File: config.mk
export PLATFORM = sky130hd
export DESIGN_NAME = ct_lpmd_sleep_ctrl
export DESIGN_NICKNAME = d
export VERILOG_FILES = /design/src/rtl/ct_lpmd_define.sv /design/src/rtl/ct_lpmd_wake_cnt.sv /design/src/rtl/ct_lpmd_sleep_ctrl.sv
export SDC_FILE = /design/constraint.sdc
export NUM_CORES = 1
export LEC_CHECK = 0
export ABC_AREA = 1
export CORE_MARGIN = 2
export CORE_UTILIZATION = 37
export DETAILED_ROUTE_END_ITERATION = 8
export DONT_BUFFER_PORTS = 1
export PLACE_DENSITY_LB_ADDON = 0.25
export SETUP_SLACK_MARGIN = 0.4
export SYNTH_ARGS = -nofsm -noshare
export SYNTH_HDL_FRONTEND = slang
export SYNTH_SLANG_ARGS = --single-unit
File: constraint.sdc
create_clock -name forever_cpuclk -period 1.8 [get_ports forever_cpuclk]
set_input_delay 0.36 -clock forever_cpuclk [delete_from_list [all_inputs] [get_ports forever_cpuclk]]
set_output_delay 0.36 -clock forever_cpuclk [all_outputs]
set_load 0.02 [all_outputs]
File: src/rtl/ct_lpmd_define.sv
// Shared definitions for the low-power-mode sequencer: state encodings and counter widths.
package ct_lpmd_define;

  typedef enum logic [2:0] {
    ST_RUN     = 3'd0,
    ST_DRAIN   = 3'd1,
    ST_HANDSHK = 3'd2,
    ST_SLEEP   = 3'd3,
    ST_WAKE    = 3'd4
  } lpmd_state_e;

  localparam int WAKE_CNT_W = 4;
  localparam int TMO_CNT_W  = 8;

endpackage

File: src/rtl/ct_lpmd_wake_cnt.sv
// Loadable 4-bit down-counter timing the post-wakeup settle interval.
// zero reports the value the counter holds after the current edge, so the FSM can leave WAKE on time.
module ct_lpmd_wake_cnt
  import ct_lpmd_define::*;
(
  input  logic                  clk,
  input  logic                  rst_n,
  input  logic                  load,
  input  logic [WAKE_CNT_W-1:0] load_val,
  input  logic                  dec,
  output logic                  zero
);

  logic [WAKE_CNT_W-1:0] cnt;

  always_ff @(posedge clk or negedge rst_n) begin
    if (!rst_n) begin
      cnt <= '0;
    end else if (load) begin
      cnt <= load_val;
    end else if (dec && (cnt != '0)) begin
      cnt <= cnt - WAKE_CNT_W'(1);
    end
  end

  always_comb begin
    zero = 1'b0;
    if (load) begin
      zero = (load_val == '0);
    end else if (dec) begin
      zero = (cnt <= WAKE_CNT_W'(1));
    end else begin
      zero = (cnt == '0);
    end
  end

endmodule

File: src/rtl/ct_lpmd_sleep_ctrl.sv
// WFI low-power sequencer: drain, SoC sleep handshake, clock gating and wakeup settle.
// Optional drain timeout is enabled by defining CT_LPMD_DRAIN_TIMEOUT_EN.
module ct_lpmd_sleep_ctrl
  import ct_lpmd_define::*;
#(
  parameter int WAKE_CYCLES   = 4,
  parameter int DRAIN_TIMEOUT = 255
) (
  input  logic       forever_cpuclk,
  input  logic       cpurst_b,
  input  logic       cp0_lpmd_wfi_req,
  input  logic       rtu_lpmd_pipe_empty,
  input  logic       lsu_lpmd_no_op,
  input  logic       ifu_lpmd_no_op,
  input  logic       pad_lpmd_int_pending,
  input  logic       had_lpmd_dbg_req,
  input  logic       ext_lpmd_ack,
  output logic       lpmd_ext_req,
  output logic       lpmd_xx_normal_work,
  output logic       lpmd_xx_int_wakeup,
  output logic       lpmd_xx_dbg_wakeup,
  output logic       lpmd_cp0_wfi_done,
  output logic       lpmd_cp0_drain_abort,
  output logic [2:0] lpmd_top_cur_state
);

  localparam logic [WAKE_CNT_W-1:0] WAKE_VAL = WAKE_CNT_W'(WAKE_CYCLES);

  if (WAKE_CYCLES < 1 || WAKE_CYCLES > 15 || DRAIN_TIMEOUT < 1 || DRAIN_TIMEOUT > 255) begin : g_bad_param
    $error("ct_lpmd_sleep_ctrl: WAKE_CYCLES or DRAIN_TIMEOUT out of range");
  end

  lpmd_state_e state_reg, state_next;
  logic        pend_reg, pend_next;
  logic        int_wk_reg, int_wk_next;
  logic        dbg_wk_reg, dbg_wk_next;
  logic        done_reg, done_next;
  logic        wake_load, wake_dec, wake_zero;
  logic        wake_ev, idle_all, tmo_fire;

  assign wake_ev  = pad_lpmd_int_pending | had_lpmd_dbg_req;
  assign idle_all = rtu_lpmd_pipe_empty & lsu_lpmd_no_op & ifu_lpmd_no_op;

`ifdef CT_LPMD_DRAIN_TIMEOUT_EN
  localparam logic [TMO_CNT_W-1:0] TMO_LAST = TMO_CNT_W'(DRAIN_TIMEOUT - 1);

  logic [TMO_CNT_W-1:0] tmo_cnt;
  logic                 abort_reg;

  // Counter sits at zero outside DRAIN, so it is already clear on DRAIN entry.
  always_ff @(posedge forever_cpuclk or negedge cpurst_b) begin
    if (!cpurst_b) begin
      tmo_cnt   <= '0;
      abort_reg <= 1'b0;
    end else begin
      tmo_cnt   <= (state_reg == ST_DRAIN) ? tmo_cnt + TMO_CNT_W'(1) : '0;
      abort_reg <= tmo_fire;
    end
  end

  assign tmo_fire = (state_reg == ST_DRAIN) && (tmo_cnt == TMO_LAST) && !wake_ev && !idle_all;
  assign lpmd_cp0_drain_abort = abort_reg;
`else
  assign tmo_fire = 1'b0;
  assign lpmd_cp0_drain_abort = 1'b0;
`endif

  always_ff @(posedge forever_cpuclk or negedge cpurst_b) begin
    if (!cpurst_b) begin
      state_reg  <= ST_RUN;
      pend_reg   <= 1'b0;
      int_wk_reg <= 1'b0;
      dbg_wk_reg <= 1'b0;
      done_reg   <= 1'b0;
    end else begin
      state_reg  <= state_next;
      pend_reg   <= pend_next;
      int_wk_reg <= int_wk_next;
      dbg_wk_reg <= dbg_wk_next;
      done_reg   <= done_next;
    end
  end

  always_comb begin
    state_next  = state_reg;
    pend_next   = pend_reg;
    int_wk_next = 1'b0;
    dbg_wk_next = 1'b0;
    done_next   = 1'b0;
    wake_load   = 1'b0;
    wake_dec    = 1'b0;
    case (state_reg)
      ST_RUN: begin
        if (cp0_lpmd_wfi_req) begin
          if (wake_ev) begin
            done_next = 1'b1;
          end else begin
            state_next = ST_DRAIN;
          end
        end
      end
      ST_DRAIN: begin
        if (wake_ev || tmo_fire) begin
          state_next = ST_WAKE;
          wake_load  = 1'b1;
        end else if (idle_all) begin
          state_next = ST_HANDSHK;
        end
      end
      ST_HANDSHK: begin
        if (wake_ev) begin
          pend_next = 1'b1;
        end
        // An event arriving together with the ack still cancels the sleep.
        if (ext_lpmd_ack) begin
          wake_load  = pend_reg | wake_ev;
          state_next = (pend_reg | wake_ev) ? ST_WAKE : ST_SLEEP;
        end
      end
      ST_SLEEP: begin
        if (wake_ev) begin
          state_next  = ST_WAKE;
          wake_load   = 1'b1;
          int_wk_next = pad_lpmd_int_pending;
          dbg_wk_next = had_lpmd_dbg_req;
        end
      end
      ST_WAKE: begin
        wake_dec = !ext_lpmd_ack;
        if (wake_zero) begin
          state_next = ST_RUN;
          done_next  = 1'b1;
          pend_next  = 1'b0;
        end
      end
      default: begin
        state_next = ST_RUN;
        pend_next  = 1'b0;
      end
    endcase
  end

  ct_lpmd_wake_cnt u_wake_cnt (
    .clk      (forever_cpuclk),
    .rst_n    (cpurst_b),
    .load     (wake_load),
    .load_val (WAKE_VAL),
    .dec      (wake_dec),
    .zero     (wake_zero)
  );

  assign lpmd_ext_req        = (state_reg == ST_HANDSHK) || (state_reg == ST_SLEEP);
  assign lpmd_xx_normal_work = (state_reg != ST_SLEEP);
  assign lpmd_xx_int_wakeup  = int_wk_reg;
  assign lpmd_xx_dbg_wakeup  = dbg_wk_reg;
  assign lpmd_cp0_wfi_done   = done_reg;
  assign lpmd_top_cur_state  = state_reg;

endmodule

==> results of run 1 <==
routing by layer:
layer | wire [µm] | vias up
li1 | - | 306
met1 | 726 | 296
met2 | 848 | 26
met3 | 98 | 3
met4 | 19 | 0
met5 | 0 | -
placed cells by master (no fill, tap or decap), types with 2 or more instances in the layout:
cell type                  netlist  layout
sky130_fd_sc_hd__nand2_1        30      24
sky130_fd_sc_hd__inv_1          10       8
sky130_fd_sc_hd__ha_1            2       2
sky130_fd_sc_hd__nand2_2         0       5
sky130_fd_sc_hd__inv_2           3       5
sky130_fd_sc_hd__nor2_1         12       9
sky130_fd_sc_hd__nor2_4          0       3
sky130_fd_sc_hd__nand4_1         2       2
sky130_fd_sc_hd__buf_6           0       2
sky130_fd_sc_hd__o21ai_1         2       2
sky130_fd_sc_hd__clkbuf_4        0       3
sky130_fd_sc_hd__nand3_1         8       7
sky130_fd_sc_hd__dfrtp_1        11       8
sky130_fd_sc_hd__dfrtp_2         0       3
worst min-delay path by stage:
stage	slack, ns	end	cells after the start	startpoint
after global routing	0.21	lpmd_xx_dbg_wakeup$_DFF_PN0_	2	had_lpmd_dbg_req
after CTS	0.21	lpmd_xx_dbg_wakeup$_DFF_PN0_	2	had_lpmd_dbg_req
after global placement	0.06	u_wake_cnt.cnt[0]$_DFFE_PN0P_	0	cpurst_b
after detailed placement	0.06	u_wake_cnt.cnt[0]$_DFFE_PN0P_	0	cpurst_b
after floorplan	0.06	lpmd_cp0_wfi_done$_DFF_PN0_	0	cpurst_b
final	0.20	lpmd_xx_dbg_wakeup$_DFF_PN0_	2	had_lpmd_dbg_req
cell type report:
class / instances / share of cell area
multi-input combinational: 69 / 0.501
sequential: 11 / 0.327
inverter: 13 / 0.0573
timing repair buffer: 4 / 0.0470
tap: 25 / 0.0367
clock buffer: 4 / 0.0308
through the flow:
| step | cells | area (µm²) |
|---|---|---|
| final | 126 | 852 |
| after floorplan | 94 | 691 |
| after CTS | 125 | 779 |
| after global routing | 126 | 852 |
| after detailed placement | 119 | 722 |
| after global placement | 119 | 722 |
logic make-up after synthesis:
family / count (synthesis) / share of synthesized area
AO/OA/AOI/OAI: 8 / 0.0871
adder cells (fa/ha/maj): 2 / 0.0363
buffers and inverters: 14 / 0.0817
flip-flops: 11 / 0.399
other: 1 / 0.00544
AND/OR/NAND/NOR: 58 / 0.390
what timing repair did:
item	in CTS	in global routing
hold endpoints to repair	11	0
endpoints found under the setup margin	8	10
gates resized for setup	7	16
hold buffers	1	0
buffers inserted	1	1
pin swaps	1	9
worst max-delay path, cell delays in order, from the launching register on:
cell and delay, ns:
sky130_fd_sc_hd__dfrtp_2 0.53, sky130_fd_sc_hd__nand2_2 0.12, sky130_fd_sc_hd__nor2_4 0.14, sky130_fd_sc_hd__inv_2 0.09
power by group through the flow:
stage,registers (mW),clock network (mW),logic [mW]
after global placement,0.461,0,0.452
after CTS,0.466,0.180,0.488
after global routing,0.489,0.191,0.659
after floorplan,0.441,0,0.383
final,0.477,0.180,0.601
after detailed placement,0.461,0,0.456
==> summary by stage, run 1 <==
GRT
The initial antenna violation count was 0. The met3 track utilization from global routing is 0.0385. The global-route track usage on met2 is 0.241. For met1 alone, demand over resource in global routing was 0.215. After global routing, the most crowded layer is met2. The remaining global-route overflow is 0. Entering global routing, the biggest net connects 12 pins. The via count of the first global-routing pass is 593. Across every metal layer, demand over resource in global routing totals 0.161. The first global-routing pass estimated 2.50 mm of wire.

Critical path
The startpoint identified for the worst register-to-register timing path is lpmd_top_cur_state[2]$_DFFE_PN0P_. The signal arrival time at the worst endpoint is 1.16 ns. In this run the critical register-to-register path is captured at pend_reg$_DFFE_PN0P_. STA puts the critical path data required time at 1.44 ns. The critical path class is flip-flop to output port. The flop-to-flop setup slack is 0.43 ns. The worst setup path is captured at an output port. STA classifies the critical path startpoint as a flip-flop. In this run the worst path has a maximum fanout of 7.

The end point of the critical path is lpmd_xx_normal_work. The length in cells of the worst reg-to-reg path is 7. The origin of the worst setup path is lpmd_top_cur_state[1]$_DFFE_PN0P_.

Final layout
The register with the most flip-flops in the layout has 4 of them. The post-synthesis to final-layout area growth is 23.6%. The total of fill cells in the finished design is 169. The share of the core filled with cells is 0.488. The top register by number of flip-flops is u_wake_cnt.cnt. In the final layout, the multi-input gates occupy 427 µm². The final net count is 113. The fraction of layout instances using a drive strength above 1 is 0.307.

The combined flip-flop and latch cell area is 279 µm². The number of antenna diodes in the final layout is 0.

Synthesis
When the netlist entered floorplanning its net count stood at 105. The average cell area after synthesis is 7.33 µm². The count of warnings emitted by yosys is 0. The number of synthesized register bits is 11. Counting flops with an async set or reset pin after synthesis yields a share of 1.00. The portion of the post-synthesis area used by sequential elements is 0.399.

Of all cell types, the one taking the most synthesized area is sky130_fd_sc_hd__dfrtp_1. Of the post-synthesis cell area, the dominant cell type holds 0.399. The number of instances in the synthesized netlist is 94. In the post-synthesis netlist, the biggest area contributors are sky130_fd_sc_hd__dfrtp_1 (40%), sky130_fd_sc_hd__nand2_1 (16%), sky130_fd_sc_hd__nor2_1 (6.5%), sky130_fd_sc_hd__nand3_1 (5.8%), sky130_fd_sc_hd__inv_1 (5.4%). Counting flops with a built-in enable in the synthesized netlist gives 0. The summed instance area of the synthesized netlist is 689 µm². The number of different library cells used by synthesis comes to 23.

For this run, the leading register cell type out of synthesis is sky130_fd_sc_hd__dfrtp_1. The most frequent cell after synthesis is sky130_fd_sc_hd__nand2_1. The commonest cells after synthesis are sky130_fd_sc_hd__nand2_1 (30), sky130_fd_sc_hd__nor2_1 (12), sky130_fd_sc_hd__dfrtp_1 (11).

Power and ir drop
The net switching power is 0.611 mW. The clock network power share is 0.143. The worst-case IR drop observed on VDD is 0.000717 V. The total design power is 1.26 mW. The share of total power in combinational logic is 0.477. In this run the power density over the cells is 1480 nW/µm². For this design the static power due to leakage is 0.401 nW.

The share of total power dissipated in sequential elements is 0.379. The internal power contribution is 0.648 mW. Of the total power, the share spent switching nets is 0.485.

STA
Setup violations remaining at the end of the flow were counted as 0. At the pin with the least slew margin, the transition time is 0.529 ns. After routing, the total negative slack on setup checks comes to 0 ns. The clock skew is 0.00100 ns. The top achievable clock speed is 657 MHz. In this run the tightest slew margin relative to its limit is 0.646. The number of pins with negative max-slew slack in the final report is 0. The hold violation total from the final report is 0. The smallest clock period supported by the final layout is computed as 1.52 ns. The worst setup margin is 0.277 ns.

The worst slack on hold paths is 0.203 ns. Setup repair after global routing could not meet its margin everywhere. Dividing the final minimum period by the clock period gives 0.846.

Route
The number of nets still failing antenna checks after routing is 0. The final routed DRC violation total is 0. The total vias in the final route is 631. The first detailed-routing pass ran for 4 iterations.

The number of design-rule violations left by the first detailed-router iteration is 28. Summed over all layers, the routed wires come to 1.69 mm. After detailed routing, the average wire length per cell comes to 13.4 µm. The detail-routed via count per cell is 5.01.

CTS
The TritonCTS clock tree is built. In this run the number of H-tree levels came out at 1. The register clock-pin slew on the reported worst setup and hold paths is 0.08 ns. The root buffer cell chosen for the clock tree is sky130_fd_sc_hd__clkbuf_4. The maximum clock path buffer count is 2. The later-pin clock latency in the skew report is 0.28 ns. Clock tree synthesis found a total of 11 sinks. The TritonCTS buffer count is 3.

Status
The run finished with clean final reports.

Place
The placement-stage worst setup slack is 0.361 ns. The final weighted congestion in routability-driven placement is 0.761. The sum of net half-perimeters after detailed placement is 1.05 mm. Port buffering added 0 buffers.

Floorplan
The number of standard-cell rows in the floorplan is 15. The core region is 1750 µm². The top-level I/O count is 18.

The die covers 2220 µm². The vertical extent of the die is 47.2 µm. The horizontal die dimension is 47.2 µm. The starting utilization of the core area is 0.395.

Flow run
The tool flagged a number of max-cap violations equal to 0.

Min path
The worst hold path belongs to the class primary input to flip-flop.
No activity file was read; power rests on OpenSTA's default activity.
==> run 2, diff against run 1 <==
==> constraint.sdc (replaced) <==
create_clock -name forever_cpuclk -period 1.4 [get_ports forever_cpuclk]
set_input_delay 0.28 -clock forever_cpuclk [delete_from_list [all_inputs] [get_ports forever_cpuclk]]
set_output_delay 0.28 -clock forever_cpuclk [all_outputs]
set_load 0.02 [all_outputs]
==> summary by stage, run 2 (synthesis results as in run 1) <==
Critical path
STA classifies the critical path startpoint as a flip-flop. The top fanout value on the critical path is 7. The critical path goes through inv_2 -> nor2_4 -> nand2_2 -> nor2_2 -> nand2_2 -> o21ai_4 -> inv_2 -> nand2_2.

Counting stages on the worst path, the most repeated cell is sky130_fd_sc_hd__nand2_2. STA classifies the critical path endpoint as a flip-flop. Data arrives at the worst endpoint at 1.58 ns. The worst-path cell with the longest stage delay is sky130_fd_sc_hd__dfrtp_2. The delay contributed by the slowest stage of the critical path is 0.48 ns.

The worst setup path is of the flip-flop to flip-flop kind. Data on the critical path is required at its endpoint by 1.61 ns.

Power and ir drop
Total power for the finished layout comes to 1.80 mW. Across the VDD grid, the largest voltage drop is 0.000771 V. The cell area power density is 1900 nW/µm².

For this design the static power due to leakage is 0.437 nW.

Route
The number of nets still failing antenna checks after routing is 0. After detailed routing, the number of remaining DRC violations is 0. The total vias in the final route is 664. The pre-antenna-repair detailed-routing pass consisted of 4 iterations. The number of design-rule violations left by the first detailed-router iteration is 13. The detail-routed via count per cell is 5.07. The total wire length is 1.69 mm. Dividing the detail-routed wire length by the instance count gives 12.9 µm.

Place
The standard cell area after detailed placement is 737 µm². After legalization and detailed placement, the total HPWL measured 1.11 mm. After detailed placement, the design holds a cell count of 120.

The count of buffers inserted at the top-level ports is 0. The placement-stage worst setup slack is 0.0475 ns. The final weighted congestion in routability-driven placement is 0.786.

Final layout
Relative to the synthesized area, the layout overhead comes to 37.0%. In the final layout, the share of cells above drive strength 1 is 0.472. Counting flops per register, the top entry is u_wake_cnt.cnt. Once layout is complete, the cells apart from fillers number 131.

The count of inserted antenna diode cells is 0. The area occupied by multi-input gates is 467 µm². In the layout the commonest cells are sky130_fd_sc_hd__nand2_1 (23), sky130_fd_sc_hd__nor2_1 (7). The finished cells cover 945 µm². The register with the most flip-flops in the layout has 4 of them. At the end of the flow the core is filled with cells to 0.541. After filler insertion, the fill cell instance count of the layout stands at 179.

The most frequent standard cell in the layout excluding fill and tap cells is sky130_fd_sc_hd__nand2_1. The sequential cells in the finished layout cover a total of 283 µm². The final net count is 118.

STA
The number of pins with negative max-slew slack in the final report is 0. Setup violations remaining at the end of the flow were counted as 0. The aggregate negative setup slack is 0 ns. The clock skew is 0.00209 ns. The tightest slew margin relative to the limit is 0.643.

The worst path in the final design needs a cycle of 1.36 ns, including I/O delays and setup. Hold is met by 0.125 ns. Setup repair after global routing could not meet its margin everywhere. At the pin with the least slew margin, the transition time is 0.533 ns. The share of the clock period used by the worst path after layout is 0.975. The worst setup margin is 0.0352 ns. Derived from the worst setup path, the maximum achievable clock frequency is 733 MHz. The hold violation total from the final report is 0.

CTS
TritonCTS built the clock tree. The TritonCTS buffer count is 3. The cell at the root of the clock tree is sky130_fd_sc_hd__clkbuf_4. Clock latency on the worst-skew pair, taken at its later pin, is 0.27 ns. Counting along the longest clock path gives a buffer depth of 2.

After clock tree synthesis, the clock-pin slew on the worst setup and hold paths is 0.08 ns. The number of H-tree levels is 1. The clock sink count is 11.

GRT
The met3 track utilization from global routing is 0.0423. Global routing finished with a remaining overflow of 0. The global router's overall resource usage is 0.145. The via count of the first global-routing pass came to 523. The initial antenna violation count is 0.

Entering global routing, the biggest net connects 12 pins. For met1 alone, demand over resource in global routing was 0.201. In this run the most used layer during global routing was met2. The first global-routing pass estimated 2.25 mm of wire. The global-route track usage on met2 is 0.216.

Min path
The path class of the tightest hold or removal check is primary input to flip-flop.

Floorplan
The number of standard-cell rows in the floorplan is 15. In this run the standard cell core region covers 1750 µm². The area of the die is 2220 µm². For this design the top-level I/O count stands at 18.

The floorplan step set the die width to 47.2 µm. The starting utilization of the core area is 0.395. The floorplan step set the die height to 47.2 µm.

Flow run
Max-cap violations in this run came to 0.

Status
The run finished with clean final reports.
run 2: cell types whose count changed in the layout (fill, tap and decap cells not counted), moves of 2 or more:
cell / delta
sky130_fd_sc_hd__ha_4: +2
sky130_fd_sc_hd__dfrtp_1: -3
sky130_fd_sc_hd__buf_4: +3
sky130_fd_sc_hd__inv_1: -2
sky130_fd_sc_hd__nor2_1: -2
sky130_fd_sc_hd__ha_1: -2
sky130_fd_sc_hd__buf_6: +2
sky130_fd_sc_hd__nor2_2: +3
sky130_fd_sc_hd__dfrtp_2: +3
run 2: layout make-up:
cell class | instances | area share
flip-flops and latches | 11 | 0.299
multi-input cells | 69 | 0.494
well taps | 25 | 0.0331
clock buffers | 3 | 0.0238
repair buffers | 9 | 0.0901
inverters | 13 | 0.0543
clock inverters | 1 | 0.00530
run 2: worst max-delay path, delay by kind of cell (launching register included):
kind | cells | cell delay (ns)
buffers and inverters | 2 | 0.14
AO/OA/AOI/OAI | 1 | 0.09
flip-flops | 1 | 0.48
AND/OR/NAND/NOR | 5 | 0.60
run 2: timing repair:
| item | in CTS | in global routing |
|---|---|---|
| hold endpoints to repair | 11 | 0 |
| endpoints found under the setup margin | 19 | 19 |
| buffers inserted | 3 | 3 |
| pin swaps | 8 | 14 |
| resized for setup | 13 | 24 |
| hold buffers | 1 | 0 |
run 2: path summary, 6_finish.rpt:
kind | startpoint | endpoint | slack (ns) | cells after the start
min in group asynchronous | cpurst_b | u_wake_cnt.cnt[1]$_DFFE_PN0P_ | 0.42 | 1
max | lpmd_top_cur_state[1]$_DFFE_PN0P_ | lpmd_top_cur_state[2]$_DFFE_PN0P_ | 0.04 | 8
max reg2reg | lpmd_top_cur_state[1]$_DFFE_PN0P_ | lpmd_top_cur_state[2]$_DFFE_PN0P_ | 0.04 | 8
min reg2reg | pend_reg$_DFFE_PN0P_ | pend_reg$_DFFE_PN0P_ | 0.51 | 2
min | had_lpmd_dbg_req | lpmd_xx_dbg_wakeup$_DFF_PN0_ | 0.13 | 2
max in group asynchronous | cpurst_b | lpmd_top_cur_state[1]$_DFFE_PN0P_ | 0.59 | 1
run 2: per-layer routing:
layer | vias up | wire, µm
li1 | 316 | -
met1 | 325 | 756
met2 | 19 | 847
met3 | 4 | 63
met4 | 0 | 20
met5 | - | 0
run 2: power breakdown:
part / switching [mW] / internal [mW]
registers: 0.168 / 0.425
logic: 0.556 / 0.423
clock network: 0.120 / 0.106
